--- config.mk ---
export PLATFORM = sky130hd
export DESIGN_NAME = nbit_nx1_stream_mux
export DESIGN_NICKNAME = d
export VERILOG_FILES = /design/src/rtl/nbit_mux_pkg.sv /design/src/rtl/rr_grant_picker.sv /design/src/rtl/nbit_nx1_stream_mux.sv
export SDC_FILE = /design/constraint.sdc
export NUM_CORES = 1
export LEC_CHECK = 0
export ABC_AREA = 0
export CORE_ASPECT_RATIO = 0.7
export CORE_MARGIN = 2
export CORE_UTILIZATION = 43
export CTS_CLUSTER_SIZE = 28
export DETAILED_ROUTE_END_ITERATION = 12
export GPL_ROUTABILITY_DRIVEN = 0
export PLACE_DENSITY = 0.77
export SLEW_MARGIN = 10
export SYNTH_ARGS = -nofsm -noshare
export SYNTH_HDL_FRONTEND = slang
export SYNTH_SLANG_ARGS = --single-unit
--- constraint.sdc ---
create_clock -name clk -period 3.48 [get_ports clk]
set_clock_uncertainty 0.05 [all_clocks]
set_input_delay 0.348 -clock clk [delete_from_list [all_inputs] [get_ports clk]]
set_output_delay 0.348 -clock clk [all_outputs]
set_load 0.01 [all_outputs]
--- src/rtl/nbit_mux_pkg.sv ---
// ---------------------------------------------------------------------------
// nbit_mux_pkg
//   Shared definitions for the N-channel stream multiplexer.
//   - MODE_FIXED / MODE_RR : encodings of the MODE input.
//   - clog2()              : constant function used to size channel indices.
// ---------------------------------------------------------------------------
package nbit_mux_pkg;

    localparam logic MODE_FIXED = 1'b0;
    localparam logic MODE_RR    = 1'b1;

    // Minimum number of bits needed to encode v distinct values (v >= 2).
    function automatic int clog2(input int v);
        int r;
        r = 0;
        for (int i = 0; i < 31; i++) begin
            if ((1 << i) < v) begin
                r = i + 1;
            end
        end
        return r;
    endfunction

endpackage

--- src/rtl/rr_grant_picker.sv ---
// ---------------------------------------------------------------------------
// rr_grant_picker
//   Combinational round-robin picker: grants the first requester found when
//   searching ptr, ptr+1, ..., CH-1, 0, ..., ptr-1.
// Ports
//   req        in   CH     request vector
//   ptr        in   SELW   search start index (always < CH)
//   gnt_onehot out  CH     one-hot grant, all zero when nothing requests
//   gnt_idx    out  SELW   index of the granted channel (0 when none)
//   gnt_any    out  1      at least one request was granted
// ---------------------------------------------------------------------------
module rr_grant_picker
    import nbit_mux_pkg::*;
#(
    parameter  int CH   = 4,
    localparam int SELW = clog2(CH)
) (
    input  logic [CH-1:0]   req,
    input  logic [SELW-1:0] ptr,
    output logic [CH-1:0]   gnt_onehot,
    output logic [SELW-1:0] gnt_idx,
    output logic            gnt_any
);

    logic [SELW-1:0] idx;

    // NOTE: every output gets a default before the search loop; without it,
    // the no-request path would leave them unassigned and infer latches.
    always_comb begin
        gnt_onehot = '0;
        gnt_idx    = '0;
        gnt_any    = 1'b0;
        idx        = '0;
        for (int off = 0; off < CH; off++) begin
            idx = SELW'((int'(ptr) + off) % CH);
            if (!gnt_any && req[idx]) begin
                gnt_any         = 1'b1;
                gnt_idx         = idx;
                gnt_onehot[idx] = 1'b1;
            end
        end
    end

endmodule

--- src/rtl/nbit_nx1_stream_mux.sv ---
// ---------------------------------------------------------------------------
// nbit_nx1_stream_mux
//   Registered CH-to-1 stream multiplexer, N bits per channel, valid/ready on
//   every input and on the output. MODE=0 takes the channel named by S,
//   MODE=1 arbitrates round-robin among valid channels.
// Ports
//   clk       in   1       rising-edge clock
//   nrst      in   1       synchronous active-low reset
//   IN_DATA   in   CH*N    channel k at [k*N +: N]
//   IN_VALID  in   CH      per-channel valid
//   IN_READY  out  CH      per-channel ready, at most one bit high
//   MODE      in   1       0 = fixed select, 1 = round-robin
//   S         in   SELW    channel select for fixed mode
//   Y         out  N       registered output data
//   Y_VALID   out  1       output valid
//   Y_READY   in   1       downstream ready
//   CH_ID     out  SELW    channel that produced the word in Y
// ---------------------------------------------------------------------------
module nbit_nx1_stream_mux
    import nbit_mux_pkg::*;
#(
    parameter  int N    = 4,
    parameter  int CH   = 4,
    localparam int SELW = clog2(CH)
) (
    input  logic              clk,
    input  logic              nrst,
    input  logic [CH*N-1:0]   IN_DATA,
    input  logic [CH-1:0]     IN_VALID,
    output logic [CH-1:0]     IN_READY,
    input  logic              MODE,
    input  logic [SELW-1:0]   S,
    output logic [N-1:0]      Y,
    output logic              Y_VALID,
    input  logic              Y_READY,
    output logic [SELW-1:0]   CH_ID
);

    logic [N-1:0]    y_q,       y_d;
    logic            y_valid_q, y_valid_d;
    logic [SELW-1:0] ch_id_q,   ch_id_d;
    logic [SELW-1:0] ptr_q,     ptr_d;

    logic [CH-1:0]   rr_onehot;
    logic [SELW-1:0] rr_idx;
    logic            rr_any;

    logic [CH-1:0]   fix_onehot;
    logic [CH-1:0]   gnt_onehot;
    logic [SELW-1:0] gnt_idx;
    logic            gnt_any;
    logic            load;
    logic            transfer;
    logic [N-1:0]    sel_data;

    rr_grant_picker #(.CH(CH)) u_rr_grant_picker (
        .req        (IN_VALID),
        .ptr        (ptr_q),
        .gnt_onehot (rr_onehot),
        .gnt_idx    (rr_idx),
        .gnt_any    (rr_any)
    );

    // Fixed mode: a select value outside 0..CH-1 matches no channel, so it
    // grants nothing.
    always_comb begin
        fix_onehot = '0;
        for (int k = 0; k < CH; k++) begin
            fix_onehot[k] = (int'(S) == k) && IN_VALID[k];
        end
    end

    always_comb begin
        if (MODE == MODE_RR) begin
            gnt_onehot = rr_onehot;
            gnt_idx    = rr_idx;
            gnt_any    = rr_any;
        end else begin
            gnt_onehot = fix_onehot;
            gnt_idx    = S;
            gnt_any    = |fix_onehot;
        end
    end

    // Output register can accept a word when empty or being drained now.
    // Ready is also forced low while reset is asserted so nothing is
    // consumed upstream in a cycle whose result is discarded.
    assign load     = !y_valid_q || Y_READY;
    assign IN_READY = {CH{load && nrst}} & gnt_onehot;
    assign transfer = load && nrst && gnt_any;

    always_comb begin
        sel_data = '0;
        for (int k = 0; k < CH; k++) begin
            if (gnt_onehot[k]) begin
                sel_data = IN_DATA[k*N +: N];
            end
        end
    end

    always_comb begin
        y_d       = y_q;
        y_valid_d = y_valid_q;
        ch_id_d   = ch_id_q;
        ptr_d     = ptr_q;
        if (transfer) begin
            y_d       = sel_data;
            y_valid_d = 1'b1;
            ch_id_d   = gnt_idx;
            if (MODE == MODE_RR) begin
                ptr_d = (gnt_idx == SELW'(CH - 1)) ? '0 : gnt_idx + 1'b1;
            end
        end else if (y_valid_q && Y_READY) begin
            y_valid_d = 1'b0;
        end
    end

    // NOTE: state registers use non-blocking assignments so every flop
    // samples the pre-edge value of the others; reset is synchronous, so it
    // only takes effect on a clock edge.
    always_ff @(posedge clk) begin
        if (!nrst) begin
            y_q       <= '0;
            y_valid_q <= 1'b0;
            ch_id_q   <= '0;
            ptr_q     <= '0;
        end else begin
            y_q       <= y_d;
            y_valid_q <= y_valid_d;
            ch_id_q   <= ch_id_d;
            ptr_q     <= ptr_d;
        end
    end

    assign Y       = y_q;
    assign Y_VALID = y_valid_q;
    assign CH_ID   = ch_id_q;

endmodule

# After elaboration in Yosys (flattened, before gate mapping)
# Cells that the tools add are included.
totals:
  inputBits: 26
  regBits: 9
  output_inout_bits: 11
  elab_cells: 85
op_classes:
  eq_ne: 4
  order_cmp: 8
  n_bitwise: 4
  add_sub_neg: 4
  reduce_logical: 23
  muxes: 38
ops:
  columns: ["cell", "n"]
  rows:
  - ["2-to-1 mux 4 bit", 9]
  - ["2-to-1 mux 1 bit", 15]
  - ["logical AND 1 bit", 14]
  - ["less-than comparator 2 x 3 -> 1 bit (second input constant)", 4]
  - ["2-to-1 mux 2 bit", 6]
  - ["OR 4 bit", 3]
  - ["binary-select mux 1 bit (select 2 bit)", 4]
  - ["demux 1 bit (select 2 bit)", 4]
  - ["greater-or-equal comparator 2 x 1 -> 1 bit (second input constant)", 4]
  - ["equality test 2 bit (second input constant)", 3]
  - ["adder 2 x 1 -> 2 bit (second input constant)", 2]
  - ["adder 2 bit (second input constant)", 2]
  - ["AND 4 bit", 1]
  - ["logical NOT 1 bit", 4]
  - ["OR reduction 4 bit", 1]
  - ["equality test 2 x 1 -> 1 bit (second input constant)", 1]
  - ["logical NOT 2 bit", 1]
  - ["AND reduction 2 bit", 1]
  - ["nonzero test 2 bit", 1]
  - ["logical OR 1 bit", 1]

# Longest topological paths before layout
logic_depth:
  depth_word: 17
  mapped_depth: 13
  mapped_depth_nobuf: 8

# Modules after synthesis
# A second synthesis with hierarchy kept.
unflattened:
  cells_unflattened: 115
  area_unflattened_um2: 1032.2
modules_own_cells:
  columns: ["mod", "seq_area_each_um2", "area_per_inst_um2", "instances", "cells_each"]
  rows:
  - ["nbit_nx1_stream_mux", 180.2, 613.1, 1, 70]
  - ["rr_grant_picker", 0.0, 419.2, 1, 45]

# Least setup slack after synthesis
# OpenSTA, ideal clock, no wires.
synth_path:
  path_type: "flip-flop to flip-flop"
  startpoint: "reg ptr_q[0]"
  endpoint: "reg y_q[2], in the netlist Y[2]"
  arrival_ns: 3.254
  t_required_ns: 3.327
  synth_period_minus_slack_ns: 3.408
  setup_time_ns: 0.103
  path_slack_ns: 0.072
  stages_incl_launch_ff: 13
  path_buffers: 4
  cell_sequence: "dfxtp_1 > buf_2 > buf_1 > inv_1 > ha_1 > clkbuf_1 > mux4_2 > buf_2 > nor3b_1 > a2111oi_0 > or3_1 > a211oi_1 > a2111oi_2"
synth_between:
  elab_chain_cells: 17
  elab_cells_between_ends: 55
  cone_classes: "add/sub: 3; order compare: 8; mux: 30; bitwise: 3; reduce/logical: 11"
synth_rtl:
  columns: ["item", "line", "rtl"]
  rows:
  - ["start: declaration", "nbit_nx1_stream_mux.sv:42", "logic [SELW-1:0] ptr_q, ptr_d;"]
  - ["start signal: assignment", "nbit_nx1_stream_mux.sv:131", "ptr_q <= ptr_d;"]
  - ["parallel branches: the longest is 17 deep, another holds less-than comparator 2 x 3 -> 1 bit", null, null]
  - ["end signal: assignment", "nbit_nx1_stream_mux.sv:128", "y_q <= y_d;"]
  - ["end: declaration", "nbit_nx1_stream_mux.sv:39", "logic [N-1:0] y_q, y_d;"]
# Parallel ways; which one is timed is not known. The select of a mux whose other input is x is not followed.
# A chain may end at the register's enable or synchronous reset.

# Worst setup path in the final report
layout_path:
  startpoint: "reg ptr_q[1]"
  endpoint: "out IN_READY[1]"
layout_between:
  elab_chain_cells: 14
  elab_cells_between_ends: 49
  cone_classes: "add/sub: 3; order compare: 8; mux: 24; bitwise: 4; reduce/logical: 10"
layout_rtl:
  columns: ["item", "line", "rtl"]
  rows:
  - ["parallel branches: the longest is 11 deep, another holds less-than comparator 2 x 3 -> 1 bit", null, null]
  - ["2-to-1 mux 4 bit (*)", "rr_grant_picker.sv:36", "if (!gnt_any && req[idx]) begin"]
  - ["2-to-1 mux 4 bit (*)", "nbit_nx1_stream_mux.sv:74", "if (MODE == MODE_RR) begin"]
  - ["AND 4 bit (*)", "nbit_nx1_stream_mux.sv:89", "assign IN_READY = {CH{load && nrst}} & gnt_onehot;"]
  - ["end: declaration", "nbit_nx1_stream_mux.sv:30", "output logic [CH-1:0] IN_READY,"]
# Every way passes the cells marked *. The select of a mux whose other input is x is not followed.

==> flow_summary.json <==
{
  "async_reset_ff_frac": 0,
  "finalMaxSlewViolations": 0,
  "synth_warnings": 0,
  "drtPass1Iterations": 4,
  "synth_top_area_cell": "dfxtp_1",
  "clkSinkCount": 9,
  "worst_pin_slew_ns": 0.5456,
  "synth_edf_count": 0,
  "startpoint_type": "flip-flop",
  "synth_common_cells": "inv_1, mux2i_1, nand2_1",
  "fp.dieW_um": 68.18,
  "drtIter0Drc": 107,
  "p_leak_nw": 0.7232,
  "synth_area_leaders": "dfxtp_1, mux2i_1, mux4_2",
  "antenna_found_initial": 0,
  "syn_area_um2": 1240,
  "grt_max_degree": 13,
  "critPathRequiredTime_ns": 3.08,
  "finalSetupViolations": 0,
  "drc_errors": 0,
  "cts_made_buffers": 3,
  "synth-seq-area-share": 0.1453,
  "syn_inst": 155,
  "cp_max_fo": 7,
  "crit_buf_inv": 3,
  "layout.cells.non_filler": 236,
  "cts-root-buf": "clkbuf_8",
  "initial_core_util": 0.4488,
  "grt-ovfl-total": 0,
  "slew-limit-headroom": 0.6355,
  "row_count": 16,
  "synth_cell_types": 41,
  "crit_chain": "inv_1 -> ha_1 -> mux4_2 -> buf_4 -> nor2_1 -> nand3_1 -> a41oi_4 -> nor2b_1 -> clkdlybuf4s50_1",
  "slowest_delay_ns": 0.57,
  "hold_viol_final": 0,
  "avgViaCountPerCell": 5.864,
  "drive_gt1_frac": 0.1750,
  "critPathTopFamily": "buffers and inverters",
  "synth-seq-cells": 9,
  "diodes": 0,
  "max_freq_mhz": 294.1,
  "drt-total-wl_um": 3888,
  "syn_area_per_cell_um2": 8.000,
  "portBuffers": 36,
  "worstPathArrival_ns": 3.00,
  "yosysTopAreaCellShare": 0.1453,
  "cap_viol_max_count": 0,
  "synth_nets": 188,
  "worstHoldPathType": "flip-flop to flip-flop",
  "insertion_delay_ns": 0.24,
  "htreeDepth": 1,
  "die_h_um": 48.93,
  "crit_type": "flip-flop to primary output",
  "io_pins": 37,
  "hpwl_um": 3032,
  "peakVddDrop_uv": 277.8,
  "area_growth_pct": 45.61,
  "grt_pass1_vias": 1276,
  "period_minus_slack_ns": 3.400,
  "p_per_area_nw_per_um2": 332.6,
  "hold_ws_ns": 0.4802,
  "clk_pin_slew_worst_paths_ns": 0.04,
  "period_share": 0.9770,
  "synthFlopType": "dfxtp_1",
  "cts_hold_buf": 0,
  "vias": 1384,
  "wire_per_inst_um": 16.47,
  "grt_first_pass_wirelength_um": 6147,
  "endpoint_kind": "primary output",
  "grt_usage": 0.2409,
  "nets": 234,
  "antenna_left": 0,
  "core_area_um2": 2763,
  "clock_path_buffers": 2,
  "post-place-cells": 230,
  "tritoncts": "done",
  "outcome": "completed",
  "slowest_stage": "clkdlybuf4s50_1",
  "dieArea_um2": 3336
}
==> registers in the layout, indices dropped and copies added, names as in the netlist <==
register and cells:
Y 4, CH_ID 2, ptr_q 2, Y_VALID 1
==> logic make-up after synthesis <==
group | synth area share
flip-flops | 0.1453
adder cells (fa/ha/maj) | 0.07063
XOR/XNOR | 0.007065
buffers and inverters | 0.08880
AND/OR/NAND/NOR | 0.2291
AO/OA/AOI/OAI | 0.2815
multiplexers | 0.1776
==> final timing paths <==
check	start	to	slack, ns	cells past startpoint
max	ptr_q[1]$_SDFFE_PN0P_	IN_READY[1]	0.08	9
min reg2reg	CH_ID[0]$_SDFFE_PN0P_	CH_ID[0]$_SDFFE_PN0P_	0.48	2
min	CH_ID[0]$_SDFFE_PN0P_	CH_ID[0]$_SDFFE_PN0P_	0.48	2
max reg2reg	ptr_q[1]$_SDFFE_PN0P_	Y[0]$_SDFFE_PN0P_	0.41	10
==> area by class of cell <==
cell class	instances	area, µm²
Fill cell	218	957.2
Clock buffer	4	45.04
Timing Repair Buffer	56	524.3
Tap cell	36	45.04
Sequential cell	9	180.2
Inverter	13	48.80
Multi-Input combinational cell	118	962.2
==> worst min-delay path: stages (launching register included) <==
cell and delay [ns]:
dfxtp_1 0.31, mux2i_1 0.12, nor2b_1 0.05
==> stage by stage <==
| step | setup slack [ns] | power [mW] | setup TNS [ns] | util | instance area, µm² |
|---|---|---|---|---|---|
| 2_1_floorplan | 0.07216 | 0.3277 | 0 | - | 1240 |
| 3_3_place_gp | 0.1057 | 0.4491 | 0 | 0.6223 | 1719 |
| 3_5_place_dp | 0.007094 | 0.4579 | 0 | 0.6223 | 1719 |
| 4_1_cts | 0.003626 | 0.5860 | 0 | 0.6386 | 1764 |
| 5_1_grt | -0.001991 | 0.6327 | -0.001991 | 0.6535 | 1805 |
| 6_report | 0.07998 | 0.6005 | 0 | 0.6535 | 1805 |
==> routing by layer <==
metal  routed length [µm]  vias to the layer above  track usage
li1                     -                      665            -
met1                 1788                      661       0.3561
met2                 1801                       48       0.3592
met3                  220                       10      0.01848
met4                   78                        0      0.09333
met5                    0                        -            0
==> placed cells by master (no fill, tap or decap), types with 2 or more instances in the layout <==
master	count
nand2b_1	3
a22oi_1	2
clkdlybuf4s50_1	32
a21o_1	2
ha_1	7
nand3_1	5
buf_4	19
a2111oi_2	3
a2111oi_1	3
a211oi_1	6
mux2i_1	13
nor4b_1	5
inv_1	13
nor2b_1	6
o21ai_0	6
clkbuf_8	3
nor3b_1	3
dfxtp_1	9
nand2_1	12
nor2_1	11
a31oi_1	4
dlymetal6s2s_1	4
a21oi_1	3
mux4_2	4
o22ai_1	2
o21bai_1	2
==> report_power, final <==
part / total, mW / leakage [nW] / internal (mW) / switching [mW]
Sequential: 0.123 / 0.0741 / 0.115 / 0.00757
Combinational: 0.353 / 0.626 / 0.174 / 0.179
Clock: 0.124 / 0.0228 / 0.0801 / 0.0441
Total: 0.600 / 0.723 / 0.370 / 0.231
==> what timing repair did <==
item	CTS	global route
buffers inserted	0	2
setup endpoints to repair	0	1
gates resized for setup	0	8
Power figures use the tool's default switching activity.
